File: config.mk
export PLATFORM = sky130hd
export DESIGN_NAME = bus_sequencer
export DESIGN_NICKNAME = d
export VERILOG_FILES = /design/src/rtl/bus_sequencer.sv
export SDC_FILE = /design/constraint.sdc
export NUM_CORES = 1
export LEC_CHECK = 0
export ABC_AREA = 1
export CAP_MARGIN = 25
export CORE_MARGIN = 4
export CORE_UTILIZATION = 25
export CTS_CLUSTER_SIZE = 20
export DETAILED_ROUTE_END_ITERATION = 8
export GPL_ROUTABILITY_DRIVEN = 0
export MAX_ROUTING_LAYER = met4
export RECOVER_POWER = 25
export SYNTH_ARGS = -nofsm -noshare
export SYNTH_HDL_FRONTEND = slang
export SYNTH_SLANG_ARGS = --single-unit
File: constraint.sdc
create_clock -name clk -period 2.3 [get_ports clk]
set_input_delay 0.46 -clock clk [delete_from_list [all_inputs] [get_ports clk]]
set_output_delay 0.46 -clock clk [all_outputs]
set_load 0.01 [all_outputs]
File: src/rtl/bus_sequencer.sv
// Bus sequencer: copies an 8-entry EPROM image into SRAM over a shared 4-bit bus, then reads it back to the display.
// Define VERIFY_EN to add a ROM-vs-RAM compare pass per address that drives a sticky error flag.
module bus_sequencer (
    input  logic       clk,
    input  logic       reset,
    input  logic       start,
    input  logic [3:0] data_in,
    output logic [2:0] addr,
    output logic       rom_cs,
    output logic       rom_oe,
    output logic       ram_cs,
    output logic       ram_we,
    output logic       ram_oe,
    output logic       sw_ben,
    output logic       busy,
    output logic       done,
    output logic [3:0] display
`ifdef VERIFY_EN
    ,
    output logic       error
`endif
);

`ifdef VERIFY_EN
    typedef enum logic [2:0] {IDLE, COPY, READ, DONE, ROM_RD, RAM_RD} state_t;
`else
    typedef enum logic [1:0] {IDLE, COPY, READ, DONE} state_t;
`endif

    typedef struct packed {
        logic rom_cs;
        logic rom_oe;
        logic ram_cs;
        logic ram_we;
        logic ram_oe;
        logic sw_ben;
        logic busy;
        logic done;
    } ctl_t;

    state_t state;
    state_t nxt;
    ctl_t   ctl;

`ifdef VERIFY_EN
    logic [3:0] expected;
`endif

    // DONE keeps the switch buffer on so the bus is always driven by exactly one source.
    function automatic ctl_t decode(input state_t s);
        ctl_t c;
        c = '0;
        case (s)
            IDLE: c.sw_ben = 1'b1;
            COPY: begin
                c.rom_cs = 1'b1;
                c.rom_oe = 1'b1;
                c.ram_cs = 1'b1;
                c.ram_we = 1'b1;
                c.busy   = 1'b1;
            end
            READ: begin
                c.ram_cs = 1'b1;
                c.ram_oe = 1'b1;
                c.busy   = 1'b1;
            end
            DONE: begin
                c.sw_ben = 1'b1;
                c.busy   = 1'b1;
                c.done   = 1'b1;
            end
`ifdef VERIFY_EN
            ROM_RD: begin
                c.rom_cs = 1'b1;
                c.rom_oe = 1'b1;
                c.busy   = 1'b1;
            end
            RAM_RD: begin
                c.ram_cs = 1'b1;
                c.ram_oe = 1'b1;
                c.busy   = 1'b1;
            end
`endif
            default: c.sw_ben = 1'b1;
        endcase
        return c;
    endfunction

    always_comb begin
        nxt = state;
        case (state)
            IDLE: if (start) nxt = COPY;
            COPY: if (addr == 3'd7) begin
`ifdef VERIFY_EN
                nxt = ROM_RD;
`else
                nxt = READ;
`endif
            end
            READ: if (addr == 3'd7) nxt = DONE;
`ifdef VERIFY_EN
            ROM_RD: nxt = RAM_RD;
            RAM_RD: nxt = (addr == 3'd7) ? DONE : ROM_RD;
`endif
            default: nxt = IDLE;
        endcase
    end

    // Controls are registered from the next state so every enable is glitch-free and still a pure state decode.
    always_ff @(posedge clk or posedge reset) begin
        if (reset) begin
            state   <= IDLE;
            ctl     <= decode(IDLE);
            addr    <= '0;
            display <= '0;
`ifdef VERIFY_EN
            expected <= '0;
            error    <= 1'b0;
`endif
        end else begin
            state <= nxt;
            ctl   <= decode(nxt);
            case (state)
                IDLE: begin
                    display <= data_in;
                    addr    <= '0;
`ifdef VERIFY_EN
                    if (start) error <= 1'b0;
`endif
                end
                COPY: addr <= addr + 3'd1;
                READ: begin
                    display <= data_in;
                    addr    <= addr + 3'd1;
                end
`ifdef VERIFY_EN
                ROM_RD: expected <= data_in;
                RAM_RD: begin
                    display <= data_in;
                    addr    <= addr + 3'd1;
                    if (data_in != expected) error <= 1'b1;
                end
`endif
                default: addr <= '0;
            endcase
        end
    end

    assign rom_cs = ctl.rom_cs;
    assign rom_oe = ctl.rom_oe;
    assign ram_cs = ctl.ram_cs;
    assign ram_we = ctl.ram_we;
    assign ram_oe = ctl.ram_oe;
    assign sw_ben = ctl.sw_ben;
    assign busy   = ctl.busy;
    assign done   = ctl.done;

    a_one_driver: assert property (@(posedge clk) disable iff (reset)
        $onehot({rom_cs & rom_oe, ram_cs & ram_oe, sw_ben}));
    a_we_oe: assert property (@(posedge clk) disable iff (reset) !(ram_we && ram_oe));

endmodule
-- Yosys cells after proc, flatten, opt, wreduce, memory -nomap -nowiden
Index checks and enable logic that the tools add are counted.
- $add $sub $neg: 1
- equal/unequal tests: 6
- reduce and logical (&&, ||, !) cells: 7
- multiplexer cells: 12
- operators with widths (cell ; count):
    $mux 2 ; 4
    $reduce_or 2->1 ; 4
    $eq 2x2->1 const B ; 3
    $mux 1 ; 6
    $pmux 2 s3 ; 1
    $eq 2x1->1 const B ; 2
    $logic_not 2->1 ; 2
    $add 3x1->3 const B ; 1
    $eq 3x3->1 const B ; 1
    $mux 3 ; 1
    $reduce_or 3->1 ; 1
- bits of input ports: 7
- output and inout port bits: 15
- bits in registers: 17
- word-level logic and storage cells: 37

-- Depth between registers and ports, before layout
Gate-level depths: netlist of run 1.
- depth in word-level cells: 6
- mapped depth: 10
- depth with buffers taken out: 10

-- Worst setup path after synthesis of run 1
Ideal clock, no wire load.
- path type: register -> register
- from: reg addr[0]
- to: reg ctl, in the netlist ram_cs
- stages on the path, launching flop included: 10
- path slack: 0.763 ns
- required time: 2.169 ns
- path buffers: 0
- arrival time: 1.406 ns
- setup time: 0.131 ns
- period minus slack after synthesis: 1.537 ns
- path through: dfrtp_1 > ha_1 > ha_1 > inv_1 > nand2_1 > nand2_1 > nand2_2 > nand2_1 > nand2_1 > ha_1
- longest elaborated chain between the ends: 6
- elaborated cells on any way between the ends: 8
- those cells by class: 3 x eq/ne; 4 x mux; 1 x reduce/logical
- RTL lines (element ; RTL line ; text):
    from (decl) ; 8 ; output logic [2:0] addr,
    from (signal assigned) ; 131 ; COPY: addr <= addr + 3'd1;
    from (signal assigned) ; 134 ; addr <= addr + 3'd1;
    $eq 3x3->1 (*) ; 93, 100 ;
    $mux 2, on equally long branches ; 100, 93 ;
    $pmux 2 s3 (*) ; 91 ; case (state)
    $eq 2x2->1 or $eq 2x1->1 (tied branches) ; 53 ; case (s)
    $reduce_or 2->1 (no source line) (*) ; n/a ;
    $mux 1 (*) ; 53 ;
    to (signal assigned) ; 113 ; ctl <= decode(IDLE);
    to (signal assigned) ; 122 ; ctl <= decode(nxt);
    to (decl) ; 43 ; ctl_t ctl;
Mark *: on every way between the ends. The rest lies on a longest branch, timed or not.
A chain may end at the register's enable or synchronous reset.

-- Worst setup path in the final report of run 1
- from: reg ctl, in the netlist sw_ben
- to: out sw_ben
- RTL lines (element ; RTL line ; text):
    to (decl) ; 14 ; output logic sw_ben,
No word-level cell between the ends.

==> impl_metrics.csv, run 1 <==
group,metric,value,unit
drt,drtIter0Drc,7,
finish,layout-drive-gt1-share,0.0989,
timing,tns,0,ns
global_routing,grt_pass1_wl,2070,um
clock_tree,clock_sinks,15,
clock_tree,cts_max_level,1,
synthesis,syn_area_per_cell,10.2,um2
critical_path,critPathTopFamily,"flip-flops",
global_routing,grt_pass1_vias,515,
timing,skew,0.00355,ns
clock_tree,hold_buffers,0,
placed_design,postPlaceCellArea,923,um2
synthesis,synth_warnings,0,
critical_path,cp_max_fo,1,
finish,final_common_cell,"clkdlybuf4s50_1",
synthesis,synth_area_leader_cell,"dfrtp_1",
die,num_io_pins,22,
drt,vias,499,
timing,grt_setup_unrepaired,"no",
finish,finalInstanceArea,951,um2
die,die-width,60.6,um
placed_design,dp_hpwl,970,um
critical_path,slowest_delay,0.53,ns
global_routing,antenna_found_initial,0,
synthesis,yosysSeqAreaShare,0.545,
flow_run,max_cap_viol_count,0,
clock_tree,cts_max_path_buffers,2,
timing,worst_slew_pin_slew,0.566,ns
finish,multi_input_area,250,um2
timing,finalCritPeriodShare,0.783,
clock_tree,clkTransAtPathRegs,0.09,ns
power_and_ir_drop,vdd_drop_max,0.747,mV
timing,final-hold-violation-count,0,
finish,final_nets,109,
clock_tree,post_cts_resized,0,
global_routing,grt_max_degree,16,
finish,syn_to_final_growth,37.7,%
critical_path,worstPathArrival,1.34,ns
timing,post-route-min-period,1.80,ns
power_and_ir_drop,power_leakage,0.497,nW
synthesis,synth_area,691,um2
power_and_ir_drop,comb_power_share,0.523,
drt,via_per_inst,4.12,
power_and_ir_drop,swShare,0.378,
timing,whs,0.472,ns
timing,relSlewSlack,0.622,
clock_tree,root_buffer,"clkbuf_4",
timing,timing.fmax,555,MHz
synthesis,synth.top_cell.area_share,0.507,
timing,setup_violations,0,
die,die_y,60.6,um
min_path,hp-class,"reg -> reg",
die,initial_core_util,0.271,
drt,ant_nets,0,
synthesis,synth.net_count,85,
critical_path,crit_path_start_kind,"flip-flop",
synthesis,synthDistinctLibCells,13,
synthesis,postSynthCellCount,68,
finish,seq_area,377,um2
die,fp-row-count,18,
synthesis,ys_ff_latch,15,
outcome,status,"finished, final reports clean",
drt,drc,0,
critical_path,worstSetupPathType,"reg -> out",
critical_path,path_buf_inv,1,
synthesis,yosys-top-cells-area,"dfrtp_1, ha_1, nand2_1, inv_1, dfstp_2",
power_and_ir_drop,p_per_area,1340,nW/um2
timing,finalMaxSlewViolations,0,
clock_tree,post_cts_buffers,0,
clock_tree,clock_latency,0.28,ns
power_and_ir_drop,clkPwrFrac,0.118,
critical_path,path_cells,"clkdlybuf4s50_1",
global_routing,track_usage,0.0828,
die,dieArea,3670,um2
drt,firstDrtPassIters,3,
global_routing,overflow,0,
power_and_ir_drop,finalPower,1.27,mW
critical_path,worstPathRequired,1.84,ns
drt,wl,1270,um
die,coreArea,2540,um2
drt,post_drt_wl_per_cell,10.5,um
finish,final_cell_mix,"clkdlybuf4s50_1, nand2_1, dfrtp_1",
power_and_ir_drop,p_switching,0.480,mW
finish,n_fill_cell,261,
critical_path,cp-end-kind,"output pin",
power_and_ir_drop,p_int,0.792,mW
clock_tree,numCtsBuffers,3,
placed_design,portBuffers,21,
finish,antenna_cells,0,
critical_path,slowest_stage,"dfstp_2",
power_and_ir_drop,pwr-share-seq,0.359,
clock_tree,tritoncts,"yes",
## synthesized netlist by cell type, drive strengths merged
master,instances
a21oi,1
buf,2
dfrtp,14
dfstp,1
ha,10
inv,13
nand2,17
nand3,2
nor2,2
o21ai,6
## worst register-to-register path, cell delays in order (launching register included)
cell	delay, ns
dfrtp_1	0.41
ha_1	0.21
ha_1	0.19
inv_1	0.07
nand2_1	0.05
nand2_1	0.07
nand2_2	0.06
nand2_1	0.06
nand2_1	0.07
ha_1	0.31
## path summary, 6_finish.rpt
kind	from	endpoint	slack [ns]	cells past startpoint
max	sw_ben	sw_ben	0.50	1
min	addr[0]	addr[0]	0.47	1
max reg2reg	addr[0]	ram_cs	0.68	9
min reg2reg	addr[0]	addr[0]	0.47	1
max in group asynchronous	reset	addr[0]	1.26	2
min in group asynchronous	reset	ram_we	0.66	2
## area by class of cell
class | instances | area share
multi-input cells | 38 | 0.263
well taps | 30 | 0.0395
clock buffers | 3 | 0.0237
flip-flops and latches | 15 | 0.396
clock inverters | 1 | 0.00526
inverters | 13 | 0.0513
repair buffers | 21 | 0.221
## metal layers
| layer | GRT usage | wire length [um] |
|---|---|---|
| met4 | 0.0619 | 10 |
| met5 | - | 0 |
| met2 | 0.125 | 537 |
| met1 | 0.0878 | 573 |
| met3 | 0.0298 | 149 |
## stage by stage
stage / std cells / setup slack, ns / util
floorplan: 68 / 0.763 / -
detailed placement: 117 / 0.664 / 0.363
finish: 121 / 0.499 / 0.374
global route: 121 / 0.451 / 0.374
global placement: 117 / 0.665 / 0.363
CTS: 121 / 0.488 / 0.374
## state kept, by name, summed over array words and instances, names as in the netlist
signal	cells
done	1
ram_we	1
addr	3
sw_ben	1
ram_cs	1
ram_oe	1
display	4
state	2
busy	1
## cells by family (layout without fill, tap and decap cells)
logic type,count (synthesis),count (layout),synth area share
adder cells (fa/ha/maj),10,10,0.181
flip-flops,15,15,0.545
buffers and inverters,15,38,0.0924
AO/OA/AOI/OAI,7,7,0.0561
AND/OR/NAND/NOR,21,21,0.125
## power by group through the flow
stage                     clock network, mW  registers [mW]  logic (mW)
after detailed placement                  0           0.462       0.672
after floorplan                           0           0.510       0.318
after CTS                             0.157           0.458       0.678
after global routing                  0.175           0.471       0.742
after global placement                    0           0.461       0.655
final                                 0.151           0.457       0.665
Note: power is estimated with default switching activity, not from simulation.
==> run 2, diff against run 1 <==
clock period = 1.9 ns   (was 2.3 ns; I/O delays follow)
==> run 2 against run 1 <==
Against the previous run:
- via count grew 1.6%
- sequential share of layout area did not move
- critical path type unchanged
- core utilization unchanged
- critical path depth stayed put
- critical endpoint unchanged
- largest power group unchanged
- cell count unchanged
- final area unchanged
- highest routed layer unchanged
==> impl_metrics.csv, run 2 (synthesized netlist as in run 1, its figures left out) <==
group,metric,value,unit
power_and_ir_drop,vdd_drop_max,0.861,mV
finish,layout-drive-gt1-share,0.0989,
flow_run,max_cap_viol_count,0,
timing,skew,0.0125,ns
clock_tree,post_cts_buffers,0,
critical_path,critical_path.startpoint,"sw_ben",
critical_path,worstPathRequired,1.52,ns
timing,grt_setup_unrepaired,"no",
critical_path,rr_startpoint,"addr[0]",
critical_path,critPathTopFamily,"flip-flops",
global_routing,grt_max_degree,16,
critical_path,ff2ff_setup_slack,0.29,ns
finish,largestRegisters,"display (4), addr (3), state (2)",
finish,final_cell_mix,"clkdlybuf4s50_1, nand2_1, dfrtp_1",
die,num_io_pins,22,
finish,final_common_cell,"clkdlybuf4s50_1",
timing,timing.fmax,575,MHz
power_and_ir_drop,power_leakage,0.497,nW
clock_tree,cts_max_path_buffers,2,
critical_path,path_buf_inv,1,
clock_tree,tritoncts,"yes",
critical_path,cp-end-kind,"output pin",
finish,seq_area,377,um2
critical_path,worstPathArrival,1.36,ns
global_routing,track_usage,0.0921,
power_and_ir_drop,p_per_area,1630,nW/um2
critical_path,reg2reg_depth,9,
timing,whs,0.468,ns
critical_path,cp_max_fo,1,
finish,regMostFlops,"display",
timing,post-route-min-period,1.74,ns
timing,relSlewSlack,0.638,
drt,wl,1350,um
die,dieArea,3670,um2
die,die-width,60.6,um
finish,n_fill_cell,252,
critical_path,slowest_stage,"dfstp_2",
finish,largest_register_ffs,4,
drt,ant_nets,0,
critical_path,crit_path_start_kind,"flip-flop",
critical_path,path_cells,"clkdlybuf4s50_1",
drt,drtIter0Drc,9,
outcome,status,"finished, final reports clean",
placed_design,dp_hpwl,1010,um
drt,firstDrtPassIters,2,
global_routing,antenna_found_initial,0,
die,initial_core_util,0.271,
timing,setup_violations,0,
placed_design,portBuffers,21,
clock_tree,root_buffer,"clkbuf_4",
min_path,min_from,"addr[0]",
drt,drc,0,
drt,post_drt_wl_per_cell,11.1,um
timing,finalMaxSlewViolations,0,
timing,finalCritPeriodShare,0.915,
drt,via_per_inst,4.19,
min_path,hold_depth,1,
clock_tree,clock_latency,0.29,ns
timing,worst_slew_pin_slew,0.542,ns
clock_tree,cts_max_level,1,
finish,antenna_cells,0,
die,coreArea,2540,um2
clock_tree,hold_buffers,0,
critical_path,rr_endpoint,"ram_cs",
global_routing,overflow,0,
clock_tree,post_cts_resized,0,
finish,syn_to_final_growth,37.7,%
clock_tree,clock_sinks,15,
min_path,min_to,"addr[0]",
die,die_y,60.6,um
finish,final_nets,109,
drt,vias,507,
critical_path,worstSetupPathType,"reg -> out",
min_path,hp-class,"reg -> reg",
timing,final-hold-violation-count,0,
timing,tns,0,ns
global_routing,grt_pass1_wl,2290,um
clock_tree,numCtsBuffers,3,
global_routing,grt_pass1_vias,562,
critical_path,slowest_delay,0.54,ns
finish,multi_input_area,250,um2
clock_tree,clkTransAtPathRegs,0.10,ns
die,fp-row-count,18,
## run 2: per-layer routing
| metal | up-vias | routed length (um) | share of wire | track usage |
|---|---|---|---|---|
| met1 | 233 | 594 | 0.44 | 0.0901 |
| li1 | 250 | - | - | - |
| met5 | - | 0 | 0 | - |
| met4 | 0 | 25 | 0.019 | 0.0712 |
| met3 | 4 | 144 | 0.11 | 0.0383 |
| met2 | 20 | 583 | 0.43 | 0.144 |
## run 2: final cells by class
cell class	instances	area share
well taps	30	0.0395
flip-flops and latches	15	0.396
clock inverters	1	0.00526
repair buffers	21	0.221
multi-input cells	38	0.263
inverters	13	0.0513
clock buffers	3	0.0237
## run 2: how the worst max path moves through the flow
stage / to / slack, ns / depth (start not counted)
global route: sw_ben / 0.12 / 1
floorplan: ram_cs / 0.36 / 9
detailed placement: ram_cs / 0.30 / 9
CTS: sw_ben / 0.15 / 1
finish: sw_ben / 0.16 / 1
global placement: ram_cs / 0.34 / 6
## run 2: through the flow
stage / cells / worst slack [ns] / cell area, um2 / power, mW / util
after global routing: 121 / 0.116 / 951 / 1.70 / 0.374
after floorplan: 68 / 0.363 / 691 / 1.00 / -
after detailed placement: 117 / 0.301 / 923 / 1.38 / 0.363
final: 121 / 0.161 / 951 / 1.55 / 0.374
after global placement: 117 / 0.342 / 923 / 1.35 / 0.363
after CTS: 121 / 0.152 / 951 / 1.58 / 0.374
## run 2: where the power goes
part	internal (mW)	total (mW)	switching [mW]
clock network	0.0783	0.191	0.113
logic	0.404	0.805	0.401
registers	0.477	0.556	0.0784
